$ cat config.mk
export PLATFORM = sky130hd
export DESIGN_NAME = pc_gen_flat
export DESIGN_NICKNAME = d
export VERILOG_FILES = /design/src/rtl/pc_gen_if.sv /design/src/rtl/pc_gen.sv /design/src/flat_wrapper.sv
export SDC_FILE = /design/constraint.sdc
export NUM_CORES = 1
export LEC_CHECK = 0
export CAP_MARGIN = 5
export CORE_AREA = 2 2 91 110
export CTS_CLUSTER_DIAMETER = 30
export CTS_CLUSTER_SIZE = 24
export DETAILED_ROUTE_END_ITERATION = 6
export DIE_AREA = 0 0 93 112
export PLACE_DENSITY = 0.84
export SYNTH_ARGS = -nofsm -noshare
export SYNTH_HDL_FRONTEND = slang
export SYNTH_SLANG_ARGS = --single-unit
$ cat constraint.sdc
create_clock -name clk -period 6.5 [get_ports clk]
set_input_delay 1.625 -clock clk [delete_from_list [all_inputs] [get_ports clk]]
set_output_delay 1.625 -clock clk [all_outputs]
set_load 0.005 [all_outputs]
$ cat src/rtl/pc_gen_if.sv
// pc_gen_if: control inputs and fetch-PC outputs of the pre-IF next-PC generator
interface pc_gen_if;
  logic stall;
  logic flush;
  logic [31:0] flush_pc;
  logic branch_flag;
  logic [31:0] branch_target;
  logic [31:0] pre_pc;
  logic [31:0] pre_exception_type;
  modport master (
    output stall, flush, flush_pc, branch_flag, branch_target,
    input pre_pc, pre_exception_type
  );
  modport slave (
    input stall, flush, flush_pc, branch_flag, branch_target,
    output pre_pc, pre_exception_type
  );
endinterface

$ cat src/rtl/pc_gen.sv
// pc_gen: fetch PC register with sequential, branch, held-branch and flush redirect sources
module pc_gen #(
  parameter logic [31:0] RESET_PC = 32'hBFC00000,
  parameter logic [31:0] ADEL_MASK = 32'h00000010
) (
  input logic clk,
  input logic rst,
  pc_gen_if.slave bus
);
  typedef enum logic {IDLE, PEND} state_t;
  state_t state, state_d;
  logic [31:0] pc_q, pc_d, pend_target, pend_target_d;
  logic hold_branch;
  always_ff @(posedge clk or posedge rst) begin
    if (rst) begin
      state <= IDLE;
      pc_q <= RESET_PC;
      pend_target <= '0;
    end else begin
      state <= state_d;
      pc_q <= pc_d;
      pend_target <= pend_target_d;
    end
  end
  always_comb begin
    hold_branch = !bus.flush && bus.stall && bus.branch_flag;
    pend_target_d = hold_branch ? bus.branch_target : pend_target;
    state_d = bus.flush ? IDLE : bus.stall ? (bus.branch_flag ? PEND : state) : IDLE;
    pc_d = bus.flush ? bus.flush_pc :
           bus.stall ? pc_q :
           bus.branch_flag ? bus.branch_target :
           (state == PEND) ? pend_target : pc_q + 32'd4;
  end
  assign bus.pre_pc = pc_q;
  assign bus.pre_exception_type = (pc_q[1:0] != 2'b00) ? ADEL_MASK : '0;
endmodule

$ cat src/flat_wrapper.sv
// flat-port wrapper written by rule: the top's interface ports become plain ports
module pc_gen_flat 
#(
  parameter logic [31:0] RESET_PC = 32'hBFC00000,
  parameter logic [31:0] ADEL_MASK = 32'h00000010
)
  (clk, rst, bus_stall, bus_flush, bus_flush_pc, bus_branch_flag, bus_branch_target, bus_pre_pc, bus_pre_exception_type);
  pc_gen_if bus_i ();
  input logic clk;
  input logic rst;
  input wire logic [$bits(bus_i.stall)-1:0] bus_stall;
  input wire logic [$bits(bus_i.flush)-1:0] bus_flush;
  input wire logic [$bits(bus_i.flush_pc)-1:0] bus_flush_pc;
  input wire logic [$bits(bus_i.branch_flag)-1:0] bus_branch_flag;
  input wire logic [$bits(bus_i.branch_target)-1:0] bus_branch_target;
  output wire logic [$bits(bus_i.pre_pc)-1:0] bus_pre_pc;
  output wire logic [$bits(bus_i.pre_exception_type)-1:0] bus_pre_exception_type;
  assign bus_i.stall = bus_stall;
  assign bus_i.flush = bus_flush;
  assign bus_i.flush_pc = bus_flush_pc;
  assign bus_i.branch_flag = bus_branch_flag;
  assign bus_i.branch_target = bus_branch_target;
  assign bus_pre_pc = bus_i.pre_pc;
  assign bus_pre_exception_type = bus_i.pre_exception_type;
  pc_gen #(.RESET_PC(RESET_PC), .ADEL_MASK(ADEL_MASK)) u_core (.clk(clk), .rst(rst), .bus(bus_i));
endmodule
Yosys cells after proc, flatten, opt, wreduce, memory -nomap -nowiden. Index checks and enable logic that the tools add are counted.

Add/subtract/negate cells: 1. Multiply operators: 0. Div/mod/pow operators: 0. $lt $le $gt $ge: 0. Equal/unequal tests: 2. Shift operators: 0. Mux-type cells: 8. Bitwise operators: 0. Reduce and logical (&&, ||, !) cells: 4.

Operator list (number): $mux 32 (4); $add 32x3->32 const B (1); $mux 5 (1); $mux 1 (3); $ne 3x1->1 const B (1); $logic_and 1x1->1 (2); $ne 2x1->1 const B (1); $reduce_bool 2->1 (1); $logic_not 1->1 (1).

Register bits after elaboration: 65. Latch bits: 0. Memory bits (writable): 0. Memory bits (read-only): 0. Bits of input ports: 69. Output and inout bits: 64. Word-level logic and storage cells: 18. Memories kept: 0.

Logic depth before layout (Yosys ltp).
Depth after elaboration: 5. Depth in mapped cells: 7. Gate-level depth less buffers: 6.

Worst setup path before layout. No wires, ideal clock.

Path kind: input to register. From: in bus_branch_flag. To: reg u_core.pend_target[10]. Setup time: 125 ps. Arrival time: 2724 ps. Required time: 6375 ps. Setup slack: 3651 ps. Cell stages on the path: 4. Path buffers: 2. Path through: clkbuf_1 nand3b_1 clkbuf_1 mux2_2.

Longest elaborated chain between the ends: 1.

Ends and longest elaborated chain: from (decl) (line flat_wrapper.sv:14) `input wire logic [$bits(bus_i.branch_flag)-1:0] bus_branch_flag;`; $logic_and 1x1->1 (line pc_gen.sv:26) `hold_branch = !bus.flush && bus.stall && bus.branch_flag;`; to (signal assigned) (line pc_gen.sv:22) `pend_target <= pend_target_d;`; to (decl) (line pc_gen.sv:12) `logic [31:0] pc_q, pc_d, pend_target, pend_target_d;`.

No other way between the ends. A chain may end at the register's enable or synchronous reset.

Worst setup path after layout.
From: in bus_branch_flag. To: reg u_core.pc_q[30], in the netlist u_core.bus.pre_pc[30].

Longest elaborated chain between the ends: 3.

Ends and longest elaborated chain: $mux 32 (line pc_gen.sv:31) `bus.branch_flag ? bus.branch_target :`; $mux 32 (line pc_gen.sv:30) `bus.stall ? pc_q :`; $mux 32 (line pc_gen.sv:29) `pc_d = bus.flush ? bus.flush_pc :`; to (signal assigned) (line pc_gen.sv:21) `pc_q <= pc_d;`; to (decl) (line pc_gen.sv:12).

No other way between the ends. The select of a mux whose other input is x is not followed.

==> results.yml <==
routing:
  drt-pass1-iter-count: 5
  drt_iter0_drc: 379
  wl_per_cell_um: 17.4
  drc: 0
  vias_per_cell: 5.74
  drtAntennaViolNets: 0
  routed-via-count: 3936
  routed_wl_um: 11900
clock_network:
  htreeDepth: 3
  clk_pin_slew_ns: 0.05
  clock_path_buffers: 2
  ctsHoldBuffers: 0
  clock_sinks: 65
  cts_tree: "done"
  clock_latency_ns: 0.33
  post_cts_resized: 0
  cts_root_buf: "clkbuf_16"
  post_cts_buffers: 0
  cts_made_buffers: 9
setup_path:
  critPathMaxFanout: 40
  crit_start: "bus_branch_flag"
  r2r_setup_slack_ns: 3.95
  r2r_end: "u_core.bus.pre_pc[31]$_DFFE_PP1N_"
  critPathCaptureType: "register"
  endpoint: "u_core.bus.pre_pc[30]$_DFFE_PP0N_"
  cp_num_cells: 6
  slowest_stage: "clkdlybuf4s50_1"
  crit_chain: "clkdlybuf4s50_1 > buf_4 > inv_1 > o21ai_0 > a311oi_1 > or3_1"
  cp-start-kind: "primary input"
  crit_buf_inv: 3
  critPathKind: "primary input to register"
  critical_path.max_stage_delay_ns: 0.45
  r2r_start: "u_core.bus.pre_pc[5]$_DFFE_PP0N_"
  critPathTopFamily: "buffers and inverters"
  worstRegToRegCells: 5
  critPathArrivalTime_ns: 3.72
  required_ns: 6.71
global_routing:
  grt_overflow: 0
  antenna_found_initial: 0
  grt_pass1_vias: 3891
  track_usage_pct: 23.0
  grt_pass1_wl_um: 19100
  grt_max_degree: 66
sta:
  rsz0062_at_grt: "no"
  relSlewSlack_pct: 19.2
  skew_ns: 0.0104
  final_hold_viol_count: 0
  tns_ns: 0
  worst_pin_slew_ns: 1.20
  slew_viol_final: 0
  setup_viol: 0
  period_share_pct: 54.1
  min_period_ns: 3.52
  fmax_ghz: 0.284
yosys:
  synth_compound_area_share_pct: 16.8
  synth.area.mux_share_pct: 10.1
  synth_area_leaders: "dfrtp_1, mux2_2, dfstp_2, nand2_1, buf_4"
  syn_inst: 470
  synth_fa_ha_area_share_pct: 0.303
  synth_top_family_by_area: "simple AND/OR/NAND/NOR gates"
  yosys.area_share.simple_pct: 19.3
  synth_area_um2: 4130
  synth_async_sr_flop_share_pct: 100
  yosysSeqAreaShare_pct: 39.7
  ys.flop_type: "dfrtp_1"
  synth-edff-count: 0
  syn_area_per_cell_um2: 8.79
  synth-xor-area-share_pct: 4.45
  synth_top_area_cell: "dfrtp_1"
  synth_seq_cells: 65
  ys_types: 52
  yosys_warnings: 0
  synth_top_area_share_pct: 33.9
finish:
  layout_common_cells: "clkdlybuf4s50_1, nand2_1, dfrtp_1"
  final.fill_count: 763
  final_nets: 628
  fin_cells: 686
  syn2layout_area_growth_pct: 31.2
  fin_util_pct: 57.9
  drive_above_1_share_pct: 12.6
  final_common_cell: "clkdlybuf4s50_1"
  antenna_cells: 0
die:
  die-area_um2: 10400
  start_util_pct: 44.1
  row_count: 39
  core-area_um2: 9370
  die_h_um: 112
  io_pins: 133
  die_w_um: 93
power:
  p_per_area_nw_per_um2: 243
  p_leak_nw: 2.15
  vdd_ir_drop_max_v: 0.000161
placed_design:
  hpwl_um: 8150
  io_buffers: 101
  dp.cells: 670
  routabilityCongestion: 0.868
hold_path:
  hp-class: "register to register"
run_status:
  outcome: "complete, no violations"
flow_run:
  maxCapViolCount: 0
## sequential cells by signal, summed over array words and instances (netlist names)
signal              count
u_core.state            1
u_core.bus.pre_pc      32
u_core.pend_target     32
## power by group
part / total (mW) / switching, mW / internal [mW]
logic: 0.265 / 0.118 / 0.148
registers: 0.527 / 0.0569 / 0.470
clock network: 0.524 / 0.167 / 0.357
total: 1.32 / 0.342 / 0.975
## cells in the mapped netlist (2+ instances only)
cell type	instances
o22ai_1	2
buf_1	6
nand4_1	10
o21ai_0	37
nand2b_1	3
mux2i_1	7
o221ai_1	10
or2_2	2
nor3_1	6
nor2_1	25
and4_1	2
nand3_1	24
nand2_1	63
dfstp_2	9
o31ai_1	3
mux2_2	31
a221o_1	3
a31oi_1	3
dfrtp_1	56
a221oi_1	2
and3_1	4
nor3b_1	3
nand3b_1	7
xor2_1	15
clkbuf_1	21
a21oi_1	42
buf_4	31
o211ai_1	3
xnor2_1	6
nor2b_1	2
inv_1	7
nor4_1	5
## worst min path at each step
stage                                             from                                 end  slack [ns]  cells past startpoint
floorplan            u_core.pend_target[0]$_DFFE_PP0P_   u_core.pend_target[0]$_DFFE_PP0P_        0.45                      2
global placement     u_core.pend_target[0]$_DFFE_PP0P_   u_core.pend_target[0]$_DFFE_PP0P_        0.46                      2
detailed placement   u_core.pend_target[0]$_DFFE_PP0P_   u_core.pend_target[0]$_DFFE_PP0P_        0.47                      2
CTS                  u_core.pend_target[0]$_DFFE_PP0P_   u_core.pend_target[0]$_DFFE_PP0P_        0.48                      2
global route        u_core.pend_target[22]$_DFFE_PP0P_  u_core.pend_target[22]$_DFFE_PP0P_        0.52                      1
finish               u_core.pend_target[0]$_DFFE_PP0P_   u_core.pend_target[0]$_DFFE_PP0P_        0.48                      2
## cell families (layout without fill, tap and decap cells)
| logic type | after synthesis | in the layout |
|---|---|---|
| other | 1 | 31 |
| muxes | 38 | 38 |
| DFF | 65 | 65 |
| xor gates and xnor gates | 21 | 21 |
| AOI/OAI and AO/OA | 115 | 115 |
| buffers and inverters | 68 | 131 |
| adders and majority gates | 1 | 1 |
| and+or+nand+nor | 161 | 161 |
## tightest hold or removal path, delay by kind of cell (launching register included)
| family | cells | cell delay [ns] |
|---|---|---|
| AO/OA/AOI/OAI | 1 | 0.06 |
| flip-flops | 1 | 0.34 |
| AND/OR/NAND/NOR | 1 | 0.05 |
## stage by stage
step                      cell area, µm²  setup WS (ns)  power (mW)  hold slack, ns
final                               5420           2.98        1.32           0.483
after global routing                5420           2.86        1.37           0.518
after CTS                           5420           3.03        1.32           0.485
after detailed placement            5100           2.69       0.793           0.473
after global placement              5100           2.71       0.780           0.463
after floorplan                     4240           3.26       0.671           0.451
## routing by layer
layer / vias to the layer above / share of wire [%] / track usage, %
met5: - / 0 / 0
met4: 0 / 2.9 / 9.80
met3: 37 / 7.4 / 3.18
met2: 226 / 50 / 38.9
met1: 1874 / 40 / 29.3
li1: 1799 / - / -
## cell type report
type	instances	area (µm²)	area share [%]
multi-input combinational	367	2230	41.1
sequential	65	1640	30.2
timing repair buffer	107	1050	19.3
clock buffer	14	264	4.87
tap	123	154	2.84
clock inverter	2	60.1	1.11
inverter	8	30.0	0.554
No activity file was read; power rests on OpenSTA's default activity.
